`src/rtl/tap_state_controller.sv`:
```
`timescale 1ns/1ps
// IEEE 1149.1 TAP controller: 16-state FSM on rising tck, IR/DR strobes, TDO mux/enable, RTI cycle counter.
// Decodes are combinational; update/select/enable/test_reset come from falling-tck registers. There is no backpressure: tck/tms only.
module tap_state_controller #(
  parameter int IDLE_CNT_W = 16
) (
  input  logic                  tck,
  input  logic                  tl_reset,
  input  logic                  tms,
  output logic [3:0]            state,
  output logic                  test_reset,
  output logic                  capture_ir,
  output logic                  shift_ir,
  output logic                  update_ir,
  output logic                  capture_dr,
  output logic                  shift_dr,
  output logic                  update_dr,
  output logic                  select_ir,
  output logic                  tdo_en,
  output logic [IDLE_CNT_W-1:0] idle_count
);

  typedef enum logic [3:0] {
    EX2DR = 4'h0, EX1DR = 4'h1, SHDR  = 4'h2, PSDR  = 4'h3,
    SELIR = 4'h4, UPDDR = 4'h5, CAPDR = 4'h6, SELDR = 4'h7,
    EX2IR = 4'h8, EX1IR = 4'h9, SHIR  = 4'hA, PSIR  = 4'hB,
    RTI   = 4'hC, UPDIR = 4'hD, CAPIR = 4'hE, TLR   = 4'hF
  } tap_state_e;

  localparam logic [IDLE_CNT_W-1:0] IDLE_MAX = {IDLE_CNT_W{1'b1}};

  tap_state_e            r_state;
  tap_state_e            w_next;
  logic                  r_upd_ir;
  logic                  r_upd_dr;
  logic                  r_sel_ir;
  logic                  r_tdo_en;
  logic                  r_test_reset;
  logic [IDLE_CNT_W-1:0] r_idle_count;
  logic                  w_in_ir_col;

  always_ff @(posedge tck or posedge tl_reset) begin
    if (tl_reset) r_state <= TLR;
    else          r_state <= w_next;
  end

  // if/else (not ?:) so an X on tms picks a branch instead of propagating into state
  always_comb begin
    w_next = r_state;
    unique case (r_state)
      TLR:   if (tms) w_next = TLR;   else w_next = RTI;
      RTI:   if (tms) w_next = SELDR; else w_next = RTI;
      SELDR: if (tms) w_next = SELIR; else w_next = CAPDR;
      SELIR: if (tms) w_next = TLR;   else w_next = CAPIR;
      CAPDR: if (tms) w_next = EX1DR; else w_next = SHDR;
      SHDR:  if (tms) w_next = EX1DR; else w_next = SHDR;
      EX1DR: if (tms) w_next = UPDDR; else w_next = PSDR;
      PSDR:  if (tms) w_next = EX2DR; else w_next = PSDR;
      EX2DR: if (tms) w_next = UPDDR; else w_next = SHDR;
      UPDDR: if (tms) w_next = SELDR; else w_next = RTI;
      CAPIR: if (tms) w_next = EX1IR; else w_next = SHIR;
      SHIR:  if (tms) w_next = EX1IR; else w_next = SHIR;
      EX1IR: if (tms) w_next = UPDIR; else w_next = PSIR;
      PSIR:  if (tms) w_next = EX2IR; else w_next = PSIR;
      EX2IR: if (tms) w_next = UPDIR; else w_next = SHIR;
      UPDIR: if (tms) w_next = SELDR; else w_next = RTI;
      default: w_next = TLR;
    endcase
  end

  always_comb begin
    state       = r_state;
    capture_ir  = (r_state == CAPIR);
    shift_ir    = (r_state == SHIR);
    capture_dr  = (r_state == CAPDR);
    shift_dr    = (r_state == SHDR);
    update_ir   = r_upd_ir & ~tck;
    update_dr   = r_upd_dr & ~tck;
    select_ir   = r_sel_ir;
    tdo_en      = r_tdo_en;
    test_reset  = r_test_reset;
    idle_count  = r_idle_count;
    w_in_ir_col = (r_state == TLR) || (r_state == SELIR) || (r_state == CAPIR) ||
                  (r_state == SHIR) || (r_state == EX1IR) || (r_state == PSIR) ||
                  (r_state == EX2IR) || (r_state == UPDIR);
  end

  // Falling-tck registers: stable across the rising edge that consumes them
  always_ff @(negedge tck or posedge tl_reset) begin
    if (tl_reset) begin
      r_upd_ir     <= 1'b0;
      r_upd_dr     <= 1'b0;
      r_sel_ir     <= 1'b1;
      r_tdo_en     <= 1'b0;
      r_test_reset <= 1'b1;
    end else begin
      r_upd_ir     <= (r_state == UPDIR);
      r_upd_dr     <= (r_state == UPDDR);
      r_sel_ir     <= w_in_ir_col;
      r_tdo_en     <= (r_state == SHIR) || (r_state == SHDR);
      r_test_reset <= (r_state == TLR);
    end
  end

  always_ff @(posedge tck or posedge tl_reset) begin
    if (tl_reset) begin
      r_idle_count <= '0;
    end else if ((w_next == RTI) && (r_state != RTI)) begin
      r_idle_count <= '0;
    end else if ((r_state == RTI) && !tms && (r_idle_count != IDLE_MAX)) begin
      r_idle_count <= r_idle_count + 1'b1;
    end
  end

  a_tms_known: assert property (@(posedge tck) disable iff (tl_reset) !$isunknown(tms))
    else $error("tms unknown at rising tck");

endmodule

```
`config.mk`:
```
export PLATFORM = sky130hd
export DESIGN_NAME = tap_state_controller
export DESIGN_NICKNAME = d
export VERILOG_FILES = /design/src/rtl/tap_state_controller.sv
export SDC_FILE = /design/constraint.sdc
export NUM_CORES = 1
export LEC_CHECK = 0
export ABC_AREA = 0
export BUFFER_PORTS_ARGS = -buffer_cell sky130_fd_sc_hd__buf_4
export CORE_UTILIZATION = 57
export CTS_CLUSTER_DIAMETER = 80
export DETAILED_ROUTE_END_ITERATION = 12
export PLACE_DENSITY = 0.88
export SYNTH_ARGS = -nofsm -noshare
export SYNTH_HDL_FRONTEND = slang
export SYNTH_SLANG_ARGS = --single-unit
```
`constraint.sdc`:
```
create_clock -name tck -period 3.5 [get_ports tck]
set_input_delay 0.525 -clock tck [delete_from_list [all_inputs] [get_ports tck]]
set_output_delay 0.525 -clock tck [all_outputs]
set_load 0.05 [all_outputs]
```
== After elaboration in Yosys (flattened, before gate mapping) ==
Index checks and enable logic that the tools add are counted.

* Multiply operators: 0
* Mux-type cells: 15
* Magnitude comparators: 0
* Shifts and indexed selects: 0
* Div/mod/pow operators: 0
* Reduce and logical (&&, ||, !) cells: 17
* Bitwise logic cells: 3
* Equality and inequality tests: 18
* $add $sub $neg: 1

{| class="wikitable"
|+ Operators with widths
! kind !! count
|-
| $pmux W4 S12 || 1
|-
| $eq A4 B4 Y1 const B || 9
|-
| $mux W16 || 2
|-
| $add A16 B1 Y16 const B || 1
|-
| $eq A4 B3 Y1 const B || 4
|-
| $ne A16 B16 Y1 const B || 1
|-
| $mux W2 || 6
|-
| $mux W3 || 4
|-
| $eq A4 B2 Y1 const B || 2
|-
| $logic_or A1 B1 Y1 || 8
|-
| $eq A4 B1 Y1 const B || 1
|-
| $logic_not A4 Y1 || 1
|-
| $mux W4 || 1
|-
| $ne A4 B4 Y1 const B || 1
|-
| $reduce_or A2 Y1 || 2
|-
| $logic_and A1 B1 Y1 || 3
|-
| $reduce_or A3 Y1 || 1
|-
| $and A1 B1 Y1 || 2
|-
| $reduce_bool A2 Y1 || 1
|-
| $logic_not A1 Y1 || 1
|-
| $mux W1 || 1
|-
| $not A1 Y1 || 1
|}

* Output and inout port bits: 29
* Word-level logic and storage cells: 61
* Flip-flop bits (word level): 25
* Memories: 0
* Latch bits: 0
* Input port bits: 3
* ROM bits: 0
* Bits in writable memories: 0

== Logic depth before layout (Yosys ltp) ==
Gate-level depths: netlist of run 1.

* Depth after elaboration: 8
* Depth in mapped cells: 5

==> out/summary.md, run 1 <==
The critical path buffer and inverter count is 1. The flow ran to the end, and the final reports show no timing, DRC or antenna violations. The power per cell area came out at 709 nW/um2.

After synthesis the cells add up to 1450 um2. The total chip power was 1.27 mW. The largest single stage delay on the critical path is 520 ps. The initial utilization of the core area, before any placement, comes to 63.3%. In this run the standard cell core region covers 2300 um2.

The tools report the clock share of power as 24.5%. In this run the critical register-to-register path is launched from state[1]$_DFF_PP1_. The worst setup path startpoint was select_ir$_DFF_NP1_.

In this run, flip-flops and latches consume 36.2% of the power. The critical path ends at select_ir. The cell leakage power was 0.787 nW. The total number of yosys warnings is 0.

After clock tree synthesis, the flow added hold-fix buffers numbering 0. The worst setup path is of the reg2out kind. Count of final max-slew check failures: 0. The initial antenna violation count is 0, and the fraction of power consumed by combinational cells is 39.3%.

The die covers 2760 um2. The run gives 5310 um as the first-pass GRT wire length. In the global route stage, overall resource usage came out at 27.6%. Counting flops with an async set or reset pin after synthesis yields a share of 100%. Net switching is 44.3% of the power. Measured against its own limit, the worst slew margin works out to 59.3%.

Cell internal power was estimated by the tool at 0.708 mW. For the number of cells produced by synthesis, the log shows 152. The library cells used most frequently in the layout, excluding fill and tap cells, are 29 x sky130_fd_sc_hd__buf_4, 16 x sky130_fd_sc_hd__dfrtp_1, 15 x sky130_fd_sc_hd__nand2_1.

The run gives 0 as the number of design rule violations left after detail routing. The tools report the element type at the critical path end as a primary output. The count of cells along the worst register-to-register path was 3; the die span in y was 52.5 um. The worst register-to-register path has a setup slack of 500 ps. After synthesis, the mean cell area works out to 9.57 um2. The setup slack at placement was 474 ps; the number of hold-slack violations in the final timing report was 0.

After routing, the total negative slack on setup checks comes to 0 ps. The width of the die is 52.5 um. Once the clock tree was built, the setup fixing pass inserted 0 buffers. Max-cap violations in this run came to 0.

TritonCTS built the clock tree. The endpoint arrival time on the critical path is 2940 ps. The clock reaches the later pin of the worst-skew pair after 520 ps.

The detailed router's first-iteration violation count was 42. The worst voltage drop across the vdd grid is 0.000876 V. Once layout is complete, the cells apart from fillers number 215. At the end of routability-driven placement, the weighted congestion stood at 0.796. Counting flops and latches in the post-synthesis netlist gives 25. Dominant register cell in the synthesized netlist: sky130_fd_sc_hd__dfrtp_1. The pin slew with the least headroom to its limit works out to 605 ps. The critical path data required time came out at 2970 ps.

The number of nets in the synthesized netlist is 156. The clock-pin slew reported for the worst setup and hold paths after clock tree synthesis was 140 ps; the count of final setup violators was 0. After detailed routing, the average wire length per cell comes to 15.7 um. The post-detailed-route count of antenna-violating nets is 0, and the number of enable-type register cells in the synthesized netlist is 0. The number of distinct standard cells referenced by the synthesized netlist is 42. Destination of the worst register-to-register timing path: select_ir$_DFF_NP1_.

The logic depth of the worst path, buffers included was 1. Largest delay contributor family on the critical path: flip-flops. Entering global routing, the biggest net connects 16 pins. The total length of routed wires is 3370 um, and the half-perimeter wire length after placement is 2370 um. Compared with the post-synthesis result, the final layout area differs by 23.1%. The number of input and output port buffers inserted was 31. The tools report the remaining global-route overflow as 0. Row generation in the floorplan step produced 17 rows. The analysis attributes to net switching a power of 0.562 mW. The run gives 192 as the count of nets after finishing. In the post-route analysis, the smallest setup slack over all paths is 31.4 ps.

The repair_antennas step left the layout with diodes totalling 0. Hold is met by 103 ps. The worst setup path is launched from a register.

Average vias per placed instance: 6.27. Critical path's slowest cell: sky130_fd_sc_hd__dfstp_2. The number of cells after detailed placement was 206. The path class of the tightest hold or removal check is in2async. Cells with a size suffix above 1 make up 31.0% of the layout.

The detailed-router iteration count before antenna repair was 4. Walking the worst path, the cells encountered are buf_6. The number of primary I/O pins is 32, and the maximum net fanout on the critical path is 1. The routed layout has 1347 vias.

Summing the sequential cell areas from Yosys gives 43.5% of the chip area. For the final database, setup skew stands at 79.9 ps. The library cell used most frequently in the layout, excluding fill and tap cells, is sky130_fd_sc_hd__buf_4. Post-cts gate resize count: 1.

The tools report the via count of the first global-routing pass as 1164.
==> synth_stat cells (3+ instances only) <==
cell	number	share of area, %
sky130_fd_sc_hd__o211ai_1	3	1.5
sky130_fd_sc_hd__nand4_1	3	1.3
sky130_fd_sc_hd__or4_1	9	4.6
sky130_fd_sc_hd__nor4_1	3	1.3
sky130_fd_sc_hd__nor2b_1	3	1.3
sky130_fd_sc_hd__nand2_1	15	3.9
sky130_fd_sc_hd__inv_1	9	2.3
sky130_fd_sc_hd__dfstp_2	6	11
sky130_fd_sc_hd__nand2b_1	3	1.3
sky130_fd_sc_hd__a21oi_1	11	3.8
sky130_fd_sc_hd__nor2_1	8	2.1
sky130_fd_sc_hd__dfrtn_1	3	5.2
sky130_fd_sc_hd__o21ai_0	5	1.7
sky130_fd_sc_hd__dfrtp_1	16	28
sky130_fd_sc_hd__mux2i_1	3	2.1
sky130_fd_sc_hd__o31ai_1	11	5.7
sky130_fd_sc_hd__nand3_1	5	1.7
==> cell families (layout without fill, tap and decap cells) <==
group,count (synthesis),in the layout,synth area share (%)
adders and majority gates,1,1,0.860
xor gates and xnor gates,1,1,0.603
muxes,5,5,3.61
buffers and inverters,15,50,5.08
AOI/OAI and AO/OA,35,35,14.9
DFF,25,25,43.5
and+or+nand+nor,70,70,31.4
==> how the worst min path moves through the flow <==
stage	startpoint	slack, ps	cells past startpoint	endpoint
4_1_cts	tl_reset	120	2	idle_count[12]$_DFFE_PP0P_
3_3_place_gp	idle_count[9]$_DFFE_PP0P_	560	1	idle_count[9]$_DFFE_PP0P_
6_report	tl_reset	100	2	idle_count[12]$_DFFE_PP0P_
5_1_grt	tl_reset	140	2	idle_count[14]$_DFFE_PP0P_
2_1_floorplan	tl_reset	550	1	idle_count[0]$_DFFE_PP0P_
3_5_place_dp	state[0]$_DFF_PP1_	580	2	state[2]$_DFF_PP1_
==> layout make-up <==
class	count	area, um2
clock inverters	3	37.5
inverters	8	30.0
clock buffers	9	71.3
flip-flops and latches	25	633
multi-input cells	112	749
fillers	148	508
repair buffers	30	233
well taps	28	35.0
==> metrics by stage <==
| stage | utilization (%) | cell area [um2] |
|---|---|---|
| 4_1_cts | 77.5 | 1780 |
| 2_1_floorplan | - | 1450 |
| 6_report | 77.9 | 1790 |
| 3_3_place_gp | 73.5 | 1690 |
| 5_1_grt | 77.9 | 1790 |
| 3_5_place_dp | 73.5 | 1690 |
==> power by group through the flow <==
stage,clock (mW),combinational [mW],sequential [mW]
global route,0.332,0.528,0.471
CTS,0.313,0.498,0.457
finish,0.311,0.499,0.460
global placement,0.0279,0.485,0.452
detailed placement,0.0279,0.491,0.462
floorplan,0.0223,0.276,0.565
==> registers in the layout, indices dropped and copies added, names as in the netlist <==
register / flops
tdo_en: 1
idle_count: 16
select_ir: 1
r_upd_dr: 1
r_upd_ir: 1
test_reset: 1
state: 4
==> layer usage <==
| metal | track usage (%) | up-vias | share of wire [%] |
|---|---|---|---|
| met5 | 0 | - | 0 |
| met1 | 33.9 | 648 | 42 |
| met2 | 42.2 | 54 | 49 |
| li1 | - | 634 | - |
| met3 | 8.12 | 11 | 6.6 |
| met4 | 17.1 | 0 | 3.1 |
Note: power is estimated with default switching activity, not from simulation.
==> inputs of run 2 (changes only) <==
--- a/config.mk
+++ b/config.mk
@@ -6,11 +6,11 @@
 export NUM_CORES = 1
 export LEC_CHECK = 0
 export ABC_AREA = 0
-export BUFFER_PORTS_ARGS = -buffer_cell sky130_fd_sc_hd__buf_4
-export CORE_UTILIZATION = 57
+export CORE_UTILIZATION = 62
 export CTS_CLUSTER_DIAMETER = 80
 export DETAILED_ROUTE_END_ITERATION = 12
-export PLACE_DENSITY = 0.88
+export DONT_BUFFER_PORTS = 1
+export PLACE_DENSITY = 0.83
 export SYNTH_ARGS = -nofsm -noshare
 export SYNTH_HDL_FRONTEND = slang
 export SYNTH_SLANG_ARGS = --single-unit
==> constraint.sdc (replaced) <==
create_clock -name tck -period 3.45 [get_ports tck]
set_input_delay 0.5175 -clock tck [delete_from_list [all_inputs] [get_ports tck]]
set_output_delay 0.5175 -clock tck [all_outputs]
set_load 0.05 [all_outputs]
==> out/summary.md, run 2 (synthesis results as in run 1) <==
Walking the worst path, the cells encountered are nor2b_4. Width of the die: 50.4 um (-4.0%). The number of cells after detailed placement is 179 (-13%), and the number of buffers added for setup after CTS is 0 (unchanged). The run gives 1206 (+3.6%) as the via count of the first global-routing pass.

The run finished with clean final reports. The placer's final routability congestion estimate was 0.807 (+1.4%); the critical path buffer and inverter count was 0 (-1). The number of design rule violations left after detail routing was 0 (unchanged).

The area growth from synthesis to layout was 8.09%. The run gives 3140 um (-6.8%) as the total length of routed wires. The number of hold-slack violations in the final timing report was 0 (unchanged). The die span in y is 50.4 um (-4.0%), and the count of antenna diodes in the layout is 0 (unchanged). The clock tree skew after final layout was 62.1 ps (-17.8 ps); the clock-pin slew reported for the worst setup and hold paths after clock tree synthesis was 130 ps (about the same). The first-pass GRT wire length was 5260 um (-0.79%). Leaving out fill and tap cells, the most frequent cells in the layout are 16 x sky130_fd_sc_hd__dfrtp_1, 15 x sky130_fd_sc_hd__nand2_1, 11 x sky130_fd_sc_hd__a21oi_1, 11 x sky130_fd_sc_hd__o31ai_1, 10 x sky130_fd_sc_hd__inv_1. The run gives 0.000677 V (-23%) as the worst voltage drop across the vdd grid.

The final routed wire length divided by cell count was 16.6 um (+6.0%); the remaining global-route overflow was 0 (unchanged). The maximum net fanout on the critical path was 1 (unchanged); the number of primary I/O pins was 32 (unchanged). Setup repair after global routing could not meet its margin everywhere. TritonCTS built the clock tree. The pin count of the biggest net entering global routing was 15 (-1); the pin slew with the least headroom to its limit was 898 ps (+294 ps).

The placeable core area was 2210 um2 (-3.7%). The cell family contributing the most delay on the critical path is flip-flops. The initial cell density of the core was 65.7% (+2.4 points); the critical path data required time was 2930 ps (-40 ps).

Most common cell after layout, fill and taps aside: sky130_fd_sc_hd__dfrtp_1. The tools report the endpoint arrival time on the critical path as 2890 ps (-50 ps). The tools report the total via count in the routed design as 1234 (-8.4%). The critical path is of the reg2out type. The run gives 0 ps (unchanged) as the sum of negative setup slack. The setup slack on the worst flop-to-flop path came out at 440 ps (-60 ps). The slowest stage of the critical path is the sky130_fd_sc_hd__dfrtn_1 cell. The relative slew slack came out at 39.9% (-19 points). The worst setup path is captured at a primary output. Number of input and output port buffers inserted: 0 (-100%). The tools report the launching element type of the critical path as a register.

The number of violations of the max-capacitance limit was 0 (unchanged); the overall global routing resource usage was 29.0% (+1.4 points). The count of final setup violators was 0 (unchanged); the half-perimeter wire length after placement was 2170 um (-8.5%). The average vias per placed instance was 6.53 (+4.2%); the peak per-stage delay on the critical path was 410 ps (-110 ps). The final hold slack was 210 ps (+107 ps). Overall die area: 2540 um2 (-7.8%).

The cell leakage power came out at 0.633 nW (-20%). The count of final max-slew check failures is 0 (unchanged). Number of core rows: 17 (unchanged). The proportion of layout cells with a drive suffix above 1 works out to 19.3% (-12 points). The count of nets after finishing is 166 (-14%), and the detailed-router iteration count before antenna repair is 4 (unchanged). The class of the most critical hold timing path was in2reg. The flip-flop count of the largest register, all copies and words added works out to 16 (unchanged). The initial antenna violation count is 0 (unchanged), and the non-filler instance count after layout is 189 (-12%).

The power per cell area is 730 nW/um2 (+2.8%), and the later-pin clock latency in the skew report is 490 ps (-30 ps). The run gives 0 (unchanged) as the post-detailed-route count of antenna-violating nets. The detailed router's first-iteration violation count was 28 (-33%).
-- run 2: cell types whose count changed in the layout (fill, tap and decap cells not counted) --
| cell | previous run | this run |
|---|---|---|
| sky130_fd_sc_hd__buf_4 | 29 | 5 |
| sky130_fd_sc_hd__buf_6 | 3 | 0 |
| sky130_fd_sc_hd__bufinv_16 | 1 | 0 |
| sky130_fd_sc_hd__clkinv_1 | 0 | 1 |
| sky130_fd_sc_hd__dlygate4sd3_1 | 0 | 1 |
| sky130_fd_sc_hd__nor2b_1 | 2 | 1 |
| sky130_fd_sc_hd__nor2b_2 | 1 | 0 |
| sky130_fd_sc_hd__nor2b_4 | 0 | 2 |
-- run 2: cell type report --
class | count | area [um2]
clock inverters | 3 | 11.3
fillers | 171 | 641
repair buffers | 6 | 47.5
inverters | 8 | 30.0
well taps | 28 | 35.0
multi-input cells | 112 | 762
clock buffers | 7 | 52.6
flip-flops and latches | 25 | 633
-- run 2: final timing paths --
kind	from	to	cells after the start
max reg2reg	state[1]$_DFF_PP1_	tdo_en$_DFF_NP0_	3
min in group asynchronous	tl_reset	idle_count[1]$_DFFE_PP0P_	2
max in group asynchronous	tl_reset	test_reset$_DFF_NP1_	2
max	r_upd_ir$_DFF_NP0_	update_ir	1
min reg2reg	state[1]$_DFF_PP1_	state[2]$_DFF_PP1_	1
min	tms	state[0]$_DFF_PP1_	2
-- run 2: repair_timing --
item	CTS	global route
hold endpoints to repair	2	0
hold buffers	1	0
resized for setup	4	0
setup endpoints to repair	4	1
-- run 2: where the power goes --
group | internal [mW] | leakage [nW] | total, mW | switching, mW
Clock | 0.105 | 0.0501 | 0.245 | 0.140
Sequential | 0.371 | 0.326 | 0.547 | 0.177
Combinational | 0.114 | 0.257 | 0.354 | 0.240
Total | 0.590 | 0.633 | 1.15 | 0.556
-- run 2: through the flow --
stage / setup slack, ps / area (um2) / utilization (%) / power [mW]
after CTS: 24.0 / 1570 / 71.0 / 1.15
after detailed placement: 120 / 1490 / 67.2 / 0.928
after global routing: -0.737 / 1570 / 71.0 / 1.21
after floorplan: 133 / 1450 / - / 0.875
final: 39.7 / 1570 / 71.0 / 1.15
after global placement: 131 / 1490 / 67.2 / 0.914
-- run 2: per-layer routing --
layer  vias up  routed length, um  global-route usage [%]
met3         7                165                    9.39
li1        585                  -                       -
met4         0                 61                    20.4
met2        43               1500                    41.8
met5         -                  0                       0
met1       599               1410                    36.6
